[src/rtl/snake_pkg.sv]
// Shared definitions for the snake game pipeline: direction and FSM state
// encodings, grid geometry (also used by the fruit stage) and default timing.
// Optional feature macro consumed by this slice: SNAKE_WALL_WRAP_EN.
package snake_pkg;

    // Direction encoding; opposite directions differ only in bit 0.
    localparam logic [1:0] DIR_UP    = 2'd0;
    localparam logic [1:0] DIR_DOWN  = 2'd1;
    localparam logic [1:0] DIR_LEFT  = 2'd2;
    localparam logic [1:0] DIR_RIGHT = 2'd3;

    // Head FSM state encoding.
    localparam logic [1:0] ST_IDLE = 2'd0;
    localparam logic [1:0] ST_RUN  = 2'd1;
    localparam logic [1:0] ST_DEAD = 2'd2;

    // Pixel grid shared with the fruit stage.
    localparam int X_MIN   = 140;
    localparam int X_MAX   = 908;
    localparam int Y_MIN   = 140;
    localparam int Y_MAX   = 908;
    localparam int STEP_X  = 32;
    localparam int STEP_Y  = 64;
    localparam int START_X = 396;
    localparam int START_Y = 396;

    // Defaults for the tunable parameters of the head datapath.
    localparam int DEF_MOVE_DIV  = 2250;
    localparam int DEF_MAX_LEN   = 63;
    localparam int START_LEN     = 3;

    // Direction that would reverse the snake onto itself.
    function automatic logic [1:0] opposite_dir(input logic [1:0] d);
        return d ^ 2'b01;
    endfunction

endpackage

[src/rtl/snake_head_datapath_move_tick_gen.sv]
// Move-rate divider: counts 0..DIV-1 while enabled and pulses tick on the
// last count, wrapping to 0 in the same cycle. clr holds the count at 0.
module move_tick_gen #(
    parameter int DIV = 2250
) (
    input  logic clk,
    input  logic reset,
    input  logic en,
    input  logic clr,
    output logic tick
);

    localparam int W = (DIV > 1) ? $clog2(DIV) : 1;
    localparam logic [W-1:0] LAST = W'(DIV - 1);

    logic [W-1:0] cnt;

    // Divider counter: synchronous clear has priority over counting.
    always_ff @(posedge clk or posedge reset) begin
        if (reset) begin
            cnt <= '0;
        end else if (clr) begin
            cnt <= '0;
        end else if (en) begin
            cnt <= (cnt == LAST) ? '0 : cnt + W'(1);
        end
    end

    assign tick = en && !clr && (cnt == LAST);

endmodule

[src/rtl/snake_head_datapath.sv]
// Snake head datapath: moves the head one grid cell per move tick in the
// player-selected direction, grows length/score on fruit_en, and detects
// wall exits. Defining SNAKE_WALL_WRAP_EN makes walls wrap instead of kill.
//
// FSM: IDLE --start--> RUN --wall exit on a tick--> DEAD --start--> RUN.
// dbg_state exposes the FSM state (ST_IDLE/ST_RUN/ST_DEAD) for checkers.
module snake_head_datapath
    import snake_pkg::*;
#(
    parameter int MOVE_DIV = DEF_MOVE_DIV,
    parameter int MAX_LEN  = DEF_MAX_LEN
) (
    input  logic        clk,
    input  logic        reset,
    input  logic        start,
    input  logic        btn_up,
    input  logic        btn_down,
    input  logic        btn_left,
    input  logic        btn_right,
    input  logic        fruit_en,
    output logic [11:0] snake_x,
    output logic [11:0] snake_y,
    output logic [5:0]  snake_len,
    output logic [7:0]  score,
    output logic        game_over,
    output logic        move_tick,
    output logic [1:0]  dbg_state
);

    localparam logic [11:0] X_LO      = 12'(X_MIN);
    localparam logic [11:0] X_HI      = 12'(X_MAX);
    localparam logic [11:0] Y_LO      = 12'(Y_MIN);
    localparam logic [11:0] Y_HI      = 12'(Y_MAX);
    localparam logic [11:0] SX        = 12'(STEP_X);
    localparam logic [11:0] SY        = 12'(STEP_Y);
    localparam logic [11:0] X_LEFT_OK = 12'(X_MIN + STEP_X);
    localparam logic [11:0] X_RGHT_OK = 12'(X_MAX - STEP_X);
    localparam logic [11:0] Y_UP_OK   = 12'(Y_MIN + STEP_Y);
    localparam logic [11:0] Y_DOWN_OK = 12'(Y_MAX - STEP_Y);
    localparam logic [11:0] X_START   = 12'(START_X);
    localparam logic [11:0] Y_START   = 12'(START_Y);
    localparam logic [5:0]  LEN_START = 6'(START_LEN);
    localparam logic [5:0]  LEN_MAX   = 6'(MAX_LEN);

    logic [1:0]  state;
    logic [1:0]  direction;
    logic [1:0]  pending;
    logic        running;
    logic        restart;
    logic        req_valid;
    logic [1:0]  req_dir;
    logic [1:0]  committed;
    logic        accept;
    logic        wall_hit;
    logic [11:0] next_x;
    logic [11:0] next_y;

    assign running   = (state == ST_RUN);
    assign restart   = (state == ST_DEAD) && start;
    assign game_over = (state == ST_DEAD);
    assign dbg_state = state;

    move_tick_gen #(
        .DIV (MOVE_DIV)
    ) u_tick (
        .clk   (clk),
        .reset (reset),
        .en    (running),
        .clr   (!running),
        .tick  (move_tick)
    );

    // Button decode with up > down > left > right priority. On a tick cycle
    // the pending direction becomes the committed one, so reversal is judged
    // against it; the move itself still uses the pending value from before
    // this cycle's request.
    always_comb begin
        req_valid = btn_up | btn_down | btn_left | btn_right;
        req_dir   = DIR_RIGHT;
        if (btn_up)        req_dir = DIR_UP;
        else if (btn_down) req_dir = DIR_DOWN;
        else if (btn_left) req_dir = DIR_LEFT;
        committed = move_tick ? pending : direction;
        accept    = req_valid && (req_dir != opposite_dir(committed))
                    && (state != ST_DEAD);
    end

    // Next head cell in the pending direction, with the wall test made on the
    // current position so the 12-bit coordinates never underflow.
    always_comb begin
        wall_hit = 1'b0;
        next_x   = snake_x;
        next_y   = snake_y;
        case (pending)
            DIR_UP: begin
                if (snake_y < Y_UP_OK) begin
`ifdef SNAKE_WALL_WRAP_EN
                    next_y = Y_HI;
`else
                    wall_hit = 1'b1;
`endif
                end else begin
                    next_y = snake_y - SY;
                end
            end
            DIR_DOWN: begin
                if (snake_y > Y_DOWN_OK) begin
`ifdef SNAKE_WALL_WRAP_EN
                    next_y = Y_LO;
`else
                    wall_hit = 1'b1;
`endif
                end else begin
                    next_y = snake_y + SY;
                end
            end
            DIR_LEFT: begin
                if (snake_x < X_LEFT_OK) begin
`ifdef SNAKE_WALL_WRAP_EN
                    next_x = X_HI;
`else
                    wall_hit = 1'b1;
`endif
                end else begin
                    next_x = snake_x - SX;
                end
            end
            default: begin
                if (snake_x > X_RGHT_OK) begin
`ifdef SNAKE_WALL_WRAP_EN
                    next_x = X_LO;
`else
                    wall_hit = 1'b1;
`endif
                end else begin
                    next_x = snake_x + SX;
                end
            end
        endcase
    end

    // FSM and direction registers.
    always_ff @(posedge clk or posedge reset) begin
        if (reset) begin
            state     <= ST_IDLE;
            direction <= DIR_RIGHT;
            pending   <= DIR_RIGHT;
        end else begin
            case (state)
                ST_IDLE: begin
                    if (accept) pending <= req_dir;
                    if (start)  state   <= ST_RUN;
                end
                ST_RUN: begin
                    if (accept) pending <= req_dir;
                    if (move_tick) begin
                        direction <= pending;
                        if (wall_hit) state <= ST_DEAD;
                    end
                end
                ST_DEAD: begin
                    if (start) begin
                        state     <= ST_RUN;
                        direction <= DIR_RIGHT;
                        pending   <= DIR_RIGHT;
                    end
                end
                default: state <= ST_IDLE;
            endcase
        end
    end

    // Head position: advance on a legal tick, reload on restart.
    always_ff @(posedge clk or posedge reset) begin
        if (reset) begin
            snake_x <= X_START;
            snake_y <= Y_START;
        end else if (restart) begin
            snake_x <= X_START;
            snake_y <= Y_START;
        end else if (running && move_tick && !wall_hit) begin
            snake_x <= next_x;
            snake_y <= next_y;
        end
    end

    // Length and score: saturating growth on fruit while running.
    always_ff @(posedge clk or posedge reset) begin
        if (reset) begin
            snake_len <= LEN_START;
            score     <= 8'd0;
        end else if (restart) begin
            snake_len <= LEN_START;
            score     <= 8'd0;
        end else if (running && fruit_en) begin
            if (snake_len != LEN_MAX) snake_len <= snake_len + 6'd1;
            if (score != 8'hFF)       score     <= score + 8'd1;
        end
    end

endmodule
[config.mk]
export PLATFORM = sky130hd
export DESIGN_NAME = snake_head_datapath
export DESIGN_NICKNAME = d
export VERILOG_FILES = /design/src/rtl/snake_pkg.sv /design/src/rtl/snake_head_datapath_move_tick_gen.sv /design/src/rtl/snake_head_datapath.sv
export SDC_FILE = /design/constraint.sdc
export NUM_CORES = 1
export LEC_CHECK = 0
export BUFFER_PORTS_ARGS = -buffer_cell sky130_fd_sc_hd__buf_2
export CAP_MARGIN = 10
export CORE_ASPECT_RATIO = 2
export CORE_MARGIN = 5
export CORE_UTILIZATION = 36
export DETAILED_ROUTE_END_ITERATION = 16
export GPL_TIMING_DRIVEN = 0
export PLACE_DENSITY_LB_ADDON = 0.3
export SLEW_MARGIN = 30
export SYNTH_ARGS = -nofsm -noshare
export SYNTH_HDL_FRONTEND = slang
export SYNTH_SLANG_ARGS = --single-unit
[constraint.sdc]
create_clock -name clk -period 2.6 [get_ports clk]
set_clock_uncertainty 0.15 [all_clocks]
set_input_delay 0.52 -clock clk [delete_from_list [all_inputs] [get_ports clk]]
set_output_delay 0.52 -clock clk [all_outputs]
set_load 0.01 [all_outputs]
# Word level (Yosys, flattened, before mapping)
# Index checks and enable logic that the tools add are counted.
dict set report op_classes {
  mux 35
  n_eq_ne 19
  bitwise_logic 4
  add_sub_neg 7
  magnitude_cmp 4
  n_reduce_logical 27
}
# op n
set ops {}
lappend ops {{$mux 12} 10}
lappend ops {{$pmux 12 s2} 2}
lappend ops {{$gt 12x10->1 const B} 2}
lappend ops {{$lt 12x8->1 const B} 2}
lappend ops {{$mux 8} 3}
lappend ops {{$mux 6} 3}
lappend ops {{$mux 2} 8}
lappend ops {{$add 12x1->12 const B} 1}
lappend ops {{$add 12x6->12 const B} 1}
lappend ops {{$add 12x7->12 const B} 1}
lappend ops {{$eq 12x12->1 const B} 1}
lappend ops {{$pmux 2 s2} 3}
lappend ops {{$reduce_bool 2->1} 6}
lappend ops {{$sub 12x6->12 const B} 1}
lappend ops {{$sub 12x7->12 const B} 1}
lappend ops {{$ne 3x3->1 const B} 3}
lappend ops {{$add 8x1->8 const B} 1}
lappend ops {{$ne 2x1->1 const B} 4}
lappend ops {{$ne 8x8->1 const B} 1}
lappend ops {{$reduce_and 4->1} 2}
lappend ops {{$logic_and 1x1->1} 7}
lappend ops {{$add 6x1->6 const B} 1}
lappend ops {{$ne 2x2->1 const B} 3}
lappend ops {{$ne 6x6->1 const B} 1}
lappend ops {{14 further kinds} 28}
dict set report word_totals {
  ff_bits 56
  word_cells 104
  output_inout_bits 42
}

# Longest topological paths before layout
# Gate-level depths: netlist of the first run.
dict set report depth {
  word_depth 9
  ltp_mapped 9
  ltp_nobuf 8
}

# Cells and area by module
# A second synthesis of the first run with hierarchy kept.
dict set report unflattened {
  hier_cells 338
  hier_area_um2 3084.2
}
# mod instances seq_area_each_um2 area_per_inst_um2 cells_per_inst
set by_module_without_submodules {}
lappend by_module_without_submodules {snake_head_datapath 1 890.9 2338.5 257}
lappend by_module_without_submodules {move_tick_gen 1 300.3 745.7 81}

# Worst setup path before layout of the first run
# Ideal clock, no wire load.
dict set report synth_path {
  path_type {register -> register}
  startpoint {register pending[0]}
  endpoint {register snake_x[11]}
  arrival_time_ns 2.427
  stages_incl_launch_ff 10
  period_less_slack_ns 2.646
  slack_ns -0.046
  setup_time_ns 0.069
  path_cell_list {dfstp_2 buf_2 nand2b_1 inv_1 fa_1 a211oi_1 nor2_1 mux2i_1 or4bb_1 nand3_1}
}
dict set report synth_between {
  elab_chain_len 6
  word_cells_on_any_way 15
}
# item line_no
set synth_lines {}
lappend synth_lines {{start: declaration} snake_head_datapath.sv:47} ;# logic [1:0] pending;
lappend synth_lines {{start signal: assignment} snake_head_datapath.sv:151} ;# if (accept) pending <= req_dir;
lappend synth_lines {{start signal: assignment} snake_head_datapath.sv:155} ;# if (accept) pending <= req_dir;
lappend synth_lines {{$eq 2x2->1 (tied with other cells)} snake_head_datapath.sv:94} ;# case (pending)
lappend synth_lines {{$pmux 1 s3} snake_head_datapath.sv:94}
lappend synth_lines {{$logic_not 1->1} snake_head_datapath.sv:181} ;# end else if (running && move_tick && !wall_hit) begin
lappend synth_lines {{$logic_and 1x1->1} snake_head_datapath.sv:181}
lappend synth_lines {{$reduce_bool 2->1 (no line)} -}
lappend synth_lines {{$reduce_and 4->1 (no line)} -}
lappend synth_lines {{end signal: assignment} snake_head_datapath.sv:182} ;# snake_x <= next_x;
lappend synth_lines {{end: declaration} snake_head_datapath.sv:21} ;# output logic [11:0] snake_x,
# Several ways; a longest one is shown, not always the timed one. The select of a mux whose other input is x is not followed.
# A chain may end at the register's enable or synchronous reset.

# Final worst setup path of the first run
# Ends and elaborated chain as after synthesis.

==> flow_summary.toml, run 1 <==
[synthesis]
synth_top_area_cell = "dfrtp_1"
synth_common_cells = "nor2_1, dfrtp_1, nand3_1"
yosysWarnings = 0
synth.most_common_cell = "nor2_1"
syn-cell-area_mm2 = 0.00292
synth_edf_count = 0
yosys-top-cells-area = "dfrtp_1, dfstp_2, xnor2_1"
syn_avg_cell_area_um2 = 9.22
synthArstFlopShare_pct = 100
synthFlopType = "dfrtp_1"
yosys_register_bits = 47
synthCells = 317
synth_top_area_share_pct = 30.0
yosysSeqAreaShare_pct = 40.8
synthDistinctLibCells = 52

[sta]
setup-violations-final = 0
max_freq_mhz = 394
rsz0062_at_grt = "yes"
finalSetupTns_ns = 0
min_period_over_period_pct = 97.7
layout_min_cycle_time_ns = 2.54
worst_pin_slew_ns = 0.699
hold_viol = 0
slew_viol_final = 0
slew_headroom_pct = 53.0

[setup_path]
r2r_cells = 9
crit_required_ns = 2.67
startpoint = "pending[0]$_DFFE_PP1P_"
critPathLaunchType = "flop"
worstPathMaxFanout = 6
r2r_start = "pending[0]$_DFFE_PP1P_"
r2r_setup_slack_ns = 0.06
worst_setup_path_end_kind = "flop"
reg2reg_to = "snake_x[11]$_DFFE_PP0P_"
arrival_ns = 2.61
setup.worst_path.class = "reg -> reg"

[layout]
diodes = 0
fin_nets = 400
fin_util_pct = 44.5
ff_latch_area_mm2 = 0.00119
multiInputGateArea_mm2 = 0.00166
synthToLayoutAreaGrowth_pct = 21.1
fin_cells = 473
nFillCells = 782
drive_above_1_share_pct = 24.1

[place]
place_congestion = 0.821
dp.cells = 461
post-dp-hpwl_um = 5410
port_buffers = 42

[cts]
htreeDepth = 2
cts_inserted_buffers = 5
cts_buffer_depth = 2
worst_skew_pair.late_latency_ns = 0.29
cts_tree = "built"
clkSinkCount = 47
cts_root_buffer = "clkbuf_16"
cts.clk_slew.worst_paths_ns = 0.06

[grt]
track_usage_pct = 14.9
antenna_found_initial = 0
grt_max_degree = 48
grt_pass1_wl_um = 11800
global_route.overflow_total = 0
grt_pass1_vias = 2513

[drt]
drtIter0Drc = 97
drtAntennaViolNets = 0
num_vias = 2486
avgRoutedWirePerCell_um = 15.2
vias_per_cell = 5.26
drc = 0
drt_pass1_iterations = 4
wirelength_um = 7210

[die]
initial_core_util_pct = 36.8
die_w_um = 73.7
die-area_mm2 = 0.0101
core_mm2 = 0.00794
ios = 50
die_h_um = 137
core.rowCount = 46

[power]
p_total_mw = 2.37
combPwrFrac_pct = 28.6
p_int_mw = 1.57
pwr-share-clk_pct = 27.2
p_seq_share_pct = 44.2
vdd_ir_drop_max_uv = 265
powerDensity_mw_per_mm2 = 670
switching_share_pct = 33.7
p_leak_nw = 1.68
p_switching_mw = 0.798

[job]
cap_violations = 0

[hold_path]
hold_class = "in -> async"

[run_status]
status = "complete, no violations"
==> logic make-up (layout without fill, tap and decap cells) <==
family                   count (synthesis)  in the layout  share of synthesized area (%)
XOR/XNOR                                27             27                           8.09
AND/OR/NAND/NOR                        127            127                           22.4
other                                    1              7                          0.128
buffers and inverters                   34             88                           5.61
AO/OA/AOI/OAI                           62             62                           14.7
multiplexers                             4              4                           1.37
adder cells (fa/ha/maj)                 15             15                           6.94
flip-flops                              47             47                           40.8
==> routing by layer <==
layer	part of all wire, %	global-route usage (%)	up-vias
li1	-	-	1241
met1	37	15.1	1188
met2	56	27.6	42
met3	3.5	2.78	15
met4	3.2	7.96	0
met5	0	0	-
==> cell usage in the layout, fill, tap and decap left out, drive strengths merged, types with 2 or more instances in the layout <==
master	instances
clkbuf	13
xor2	7
dfstp	12
ha	13
conb	7
nor2	39
dfrtp	35
a21oi	11
or3	4
o31ai	5
a211oi	10
nor2b	2
a21o	5
nor4	3
inv	15
nand4	6
buf	58
a211o	2
nand2	17
mux2i	4
o211a	2
xnor2	20
a311o	2
nor3	8
o21ai	12
and2	3
o211ai	3
nand2b	5
fa	2
o221ai	2
and3	5
nand3	26
==> critical path: stages (launching register included) <==
cell and delay, ns:
dfstp_2 0.53, nand2b_4 0.15, clkinvlp_4 0.16, buf_4 0.18
ha_4 0.28, o21ai_0 0.07, nor2_1 0.20, mux2i_1 0.24
or4bb_1 0.41, nand3_1 0.09
==> layout make-up <==
class / instances / area share, %
flip-flops and latches: 47 / 33.7
repair buffers: 48 / 7.21
plain buffers: 17 / 2.83
inverters: 16 / 1.87
clock inverters: 1 / 0.141
multi-input cells: 242 / 47.0
well taps: 96 / 3.39
clock buffers: 6 / 3.93
==> stage by stage <==
step,cell area (um2),setup slack [ns],hold WS (ns)
2_1_floorplan,2950,0.0149,0.334
3_3_place_gp,3280,-0.239,0.353
3_5_place_dp,3290,-0.269,0.356
4_1_cts,3440,0.0125,0.173
5_1_grt,3540,-0.0936,0.210
6_report,3540,0.0608,0.147
==> power groups by stage <==
stage,Sequential (mW),Combinational (mW),Clock [mW]
after floorplan,1.06,0.431,0
after global placement,1.05,0.630,0
after detailed placement,1.05,0.656,0
after CTS,1.05,0.666,0.658
after global routing,1.07,0.772,0.681
final,1.05,0.678,0.645
==> flip-flops by register name, indices dropped and copies added, names as in the netlist <==
name / count
snake_y: 7
pending: 2
score: 8
direction: 2
u_tick.cnt: 12
snake_len: 6
dbg_state: 2
snake_x: 8
==> repair_timing <==
action | 4_1_cts | 5_1_grt
resized for setup | 1 | 10
setup buffers | 2 | 4
hold buffers | 0 | 0
pin swaps | 0 | 4
setup endpoints to repair | 3 | 10
==> worst max path at each step <==
stage | end | slack [ns] | cells after the start
final | snake_x[11]$_DFFE_PP0P_ | 0.06 | 9
after global routing | snake_x[11]$_DFFE_PP0P_ | -0.09 | 9
after CTS | snake_y[11]$_DFFE_PP0P_ | 0.01 | 8
after detailed placement | snake_x[11]$_DFFE_PP0P_ | -0.27 | 9
after global placement | snake_x[11]$_DFFE_PP0P_ | -0.24 | 9
after floorplan | snake_x[11]$_DFFE_PP0P_ | 0.01 | 9
Power figures use the tool's default switching activity.
==> inputs of run 2 (changes only) <==
--- a/config.mk
+++ b/config.mk
@@ -12,7 +12,7 @@
 export CORE_UTILIZATION = 36
 export DETAILED_ROUTE_END_ITERATION = 16
 export GPL_TIMING_DRIVEN = 0
-export PLACE_DENSITY_LB_ADDON = 0.3
+export PLACE_DENSITY = 0.56
 export SLEW_MARGIN = 30
 export SYNTH_ARGS = -nofsm -noshare
 export SYNTH_HDL_FRONTEND = slang
==> constraint.sdc (replaced) <==
create_clock -name clk -period 3.08 [get_ports clk]
set_clock_uncertainty 0.15 [all_clocks]
set_input_delay 0.616 -clock clk [delete_from_list [all_inputs] [get_ports clk]]
set_output_delay 0.616 -clock clk [all_outputs]
set_load 0.01 [all_outputs]
==> run 2 against run 1 <==
Effect of this change: wire length decreased by 3.0%; register-to-register slack improved by 0.18 ns; maximum frequency decreased by 11%; first-iteration DRC count increased by 21%; power decreased by 17%; core utilization decreased by 1.4 points; sequential power decreased by 17%.
==> flow_summary.toml, run 2 (synthesis gave the netlist of run 1 again) <==
[run_status]
status = "complete, no violations"

[drt]
drt_pass1_iterations = 6
wirelength_um = 6990
drtAntennaViolNets = 0
drc = 0
avgRoutedWirePerCell_um = 14.9
drtIter0Drc = 117
vias_per_cell = 5.24
num_vias = 2457

[place]
place_congestion = 0.813
post-dp-hpwl_um = 5400
port_buffers = 42
postPlaceCellArea_mm2 = 0.00328
post-place-ws_ns = 0.152

[grt]
grt_util_met2_pct = 27.4
gr-usage-met3_pct = 3.07
antenna_found_initial = 0
global_route.overflow_total = 0
grt_max_degree = 48
grt_pass1_wl_um = 11600
gr-max-usage-layer = "met2"
grt_pass1_vias = 2414
track_usage_pct = 14.6
grt_use_met1_pct = 15.6

[power]
powerDensity_mw_per_mm2 = 575
vdd_ir_drop_max_uv = 251
switching_share_pct = 33.5
combPwrFrac_pct = 27.4
pwr-share-clk_pct = 28.2
p_seq_share_pct = 44.4
p_switching_mw = 0.661
p_int_mw = 1.31
p_leak_nw = 1.66

[cts]
clkSinkCount = 47
cts_buffer_depth = 2
cts_root_buffer = "clkbuf_16"
cts_inserted_buffers = 5
worst_skew_pair.late_latency_ns = 0.29
cts_tree = "built"
cts.clk_slew.worst_paths_ns = 0.06
htreeDepth = 2

[setup_path]
critPathLaunchType = "flop"
crit_buf_inv = 2
r2r_cells = 9
reg2reg_to = "snake_x[11]$_DFFE_PP0P_"
cp_top_family = "simple AND/OR/NAND/NOR gates"
max_stage_delay_ns = 0.52
worstPathMaxFanout = 10
worst_setup_path_end_kind = "flop"
crit_path_top_delay_cell = "dfstp_2"
arrival_ns = 2.91
path_depth = 9
crit_chain = "buf_2, nand2b_2, inv_1, fa_1, a211oi_1, nor2_1, mux2i_1, or4bb_1, nand3_1"
setup.worst_path.class = "reg -> reg"
crit_required_ns = 3.16
r2r_start = "pending[0]$_DFFE_PP1P_"
r2r_setup_slack_ns = 0.24
startpoint = "pending[0]$_DFFE_PP1P_"

[hold_path]
hold_class = "in -> async"

[die]
initial_core_util_pct = 36.8
die-area_mm2 = 0.0101
core_mm2 = 0.00794
die_w_um = 73.7
core.rowCount = 46
die_h_um = 137
ios = 50

[sta]
worst_pin_slew_ns = 0.772
slew_viol_final = 0
layout_min_cycle_time_ns = 2.84
hold_viol = 0
max_freq_mhz = 352
hold_slack_ns = 0.240
slew_headroom_pct = 48.2
rsz0062_at_grt = "no"
finalSetupTns_ns = 0
setup-violations-final = 0
setup_ws_ns = 0.242
min_period_over_period_pct = 92.2

[layout]
diodes = 0
final_common_cell = "buf_2"
finalInstanceArea_mm2 = 0.00343
synthToLayoutAreaGrowth_pct = 17.3
fin_nets = 395
largest_reg_flops = 12
fin_util_pct = 43.2
regMostFlops = "u_tick.cnt"
final_cell_mix = "buf_2, nor2_1, dfrtp_1"
drive_above_1_share_pct = 20.4
reg_top3 = "u_tick.cnt x12, score x8, snake_x x8"

[job]
cap_violations = 0
[run 2: cell types whose count changed in the layout (fill, tap and decap cells not counted), moves of 2 or more]
cell / previous run / this run
buf_4: 15 / 9
ha_4: 4 / 0
ha_1: 9 / 13
clkbuf_1: 6 / 8
[run 2: worst max-delay path by stage]
stage | to | slack, ns
finish | snake_x[11]$_DFFE_PP0P_ | 0.24
global route | snake_x[11]$_DFFE_PP0P_ | 0.04
CTS | snake_x[11]$_DFFE_PP0P_ | 0.14
detailed placement | snake_x[11]$_DFFE_PP0P_ | 0.15
global placement | snake_x[11]$_DFFE_PP0P_ | 0.21
floorplan | snake_x[11]$_DFFE_PP0P_ | 0.43
[run 2: power by group through the flow]
stage	clock, mW	sequential [mW]	combinational (mW)
after floorplan	0	0.895	0.362
after global routing	0.591	0.895	0.611
after global placement	0	0.885	0.532
after detailed placement	0	0.885	0.548
final	0.557	0.876	0.540
after CTS	0.571	0.875	0.551
[run 2: worst register-to-register path, stage by stage (launching register included)]
cell	delay, ns
dfstp_2	0.52
buf_2	0.20
nand2b_2	0.20
inv_1	0.13
fa_1	0.44
a211oi_1	0.24
nor2_1	0.11
mux2i_1	0.20
or4bb_1	0.49
nand3_1	0.09
[run 2: layout make-up]
type | count | area (um2)
Inverter | 16 | 62.6
Multi-Input combinational cell | 242 | 1590
Timing Repair Buffer | 42 | 210
Clock buffer | 7 | 143
Fill cell | 801 | 4510
Sequential cell | 47 | 1190
Tap cell | 96 | 120
Buffer | 18 | 104
Clock inverter | 1 | 5.00
[run 2: per-stage QoR]
| stage | cells | power [mW] |
|---|---|---|
| 2_1_floorplan | 323 | 1.26 |
| 5_1_grt | 469 | 2.10 |
| 3_3_place_gp | 461 | 1.42 |
| 4_1_cts | 469 | 2.00 |
| 3_5_place_dp | 461 | 1.43 |
| 6_report | 469 | 1.97 |
[run 2: timing repair]
item,4_1_cts,5_1_grt
gates resized for setup,0,1
hold buffers,0,0
setup buffers,0,0
endpoints found under the setup margin,0,1
[run 2: routing by layer]
layer  vias to the layer above  wire, um
met1                      1174      2680
met2                        48      3890
met5                         -         0
met3                         6       306
li1                       1229         -
met4                         0       114
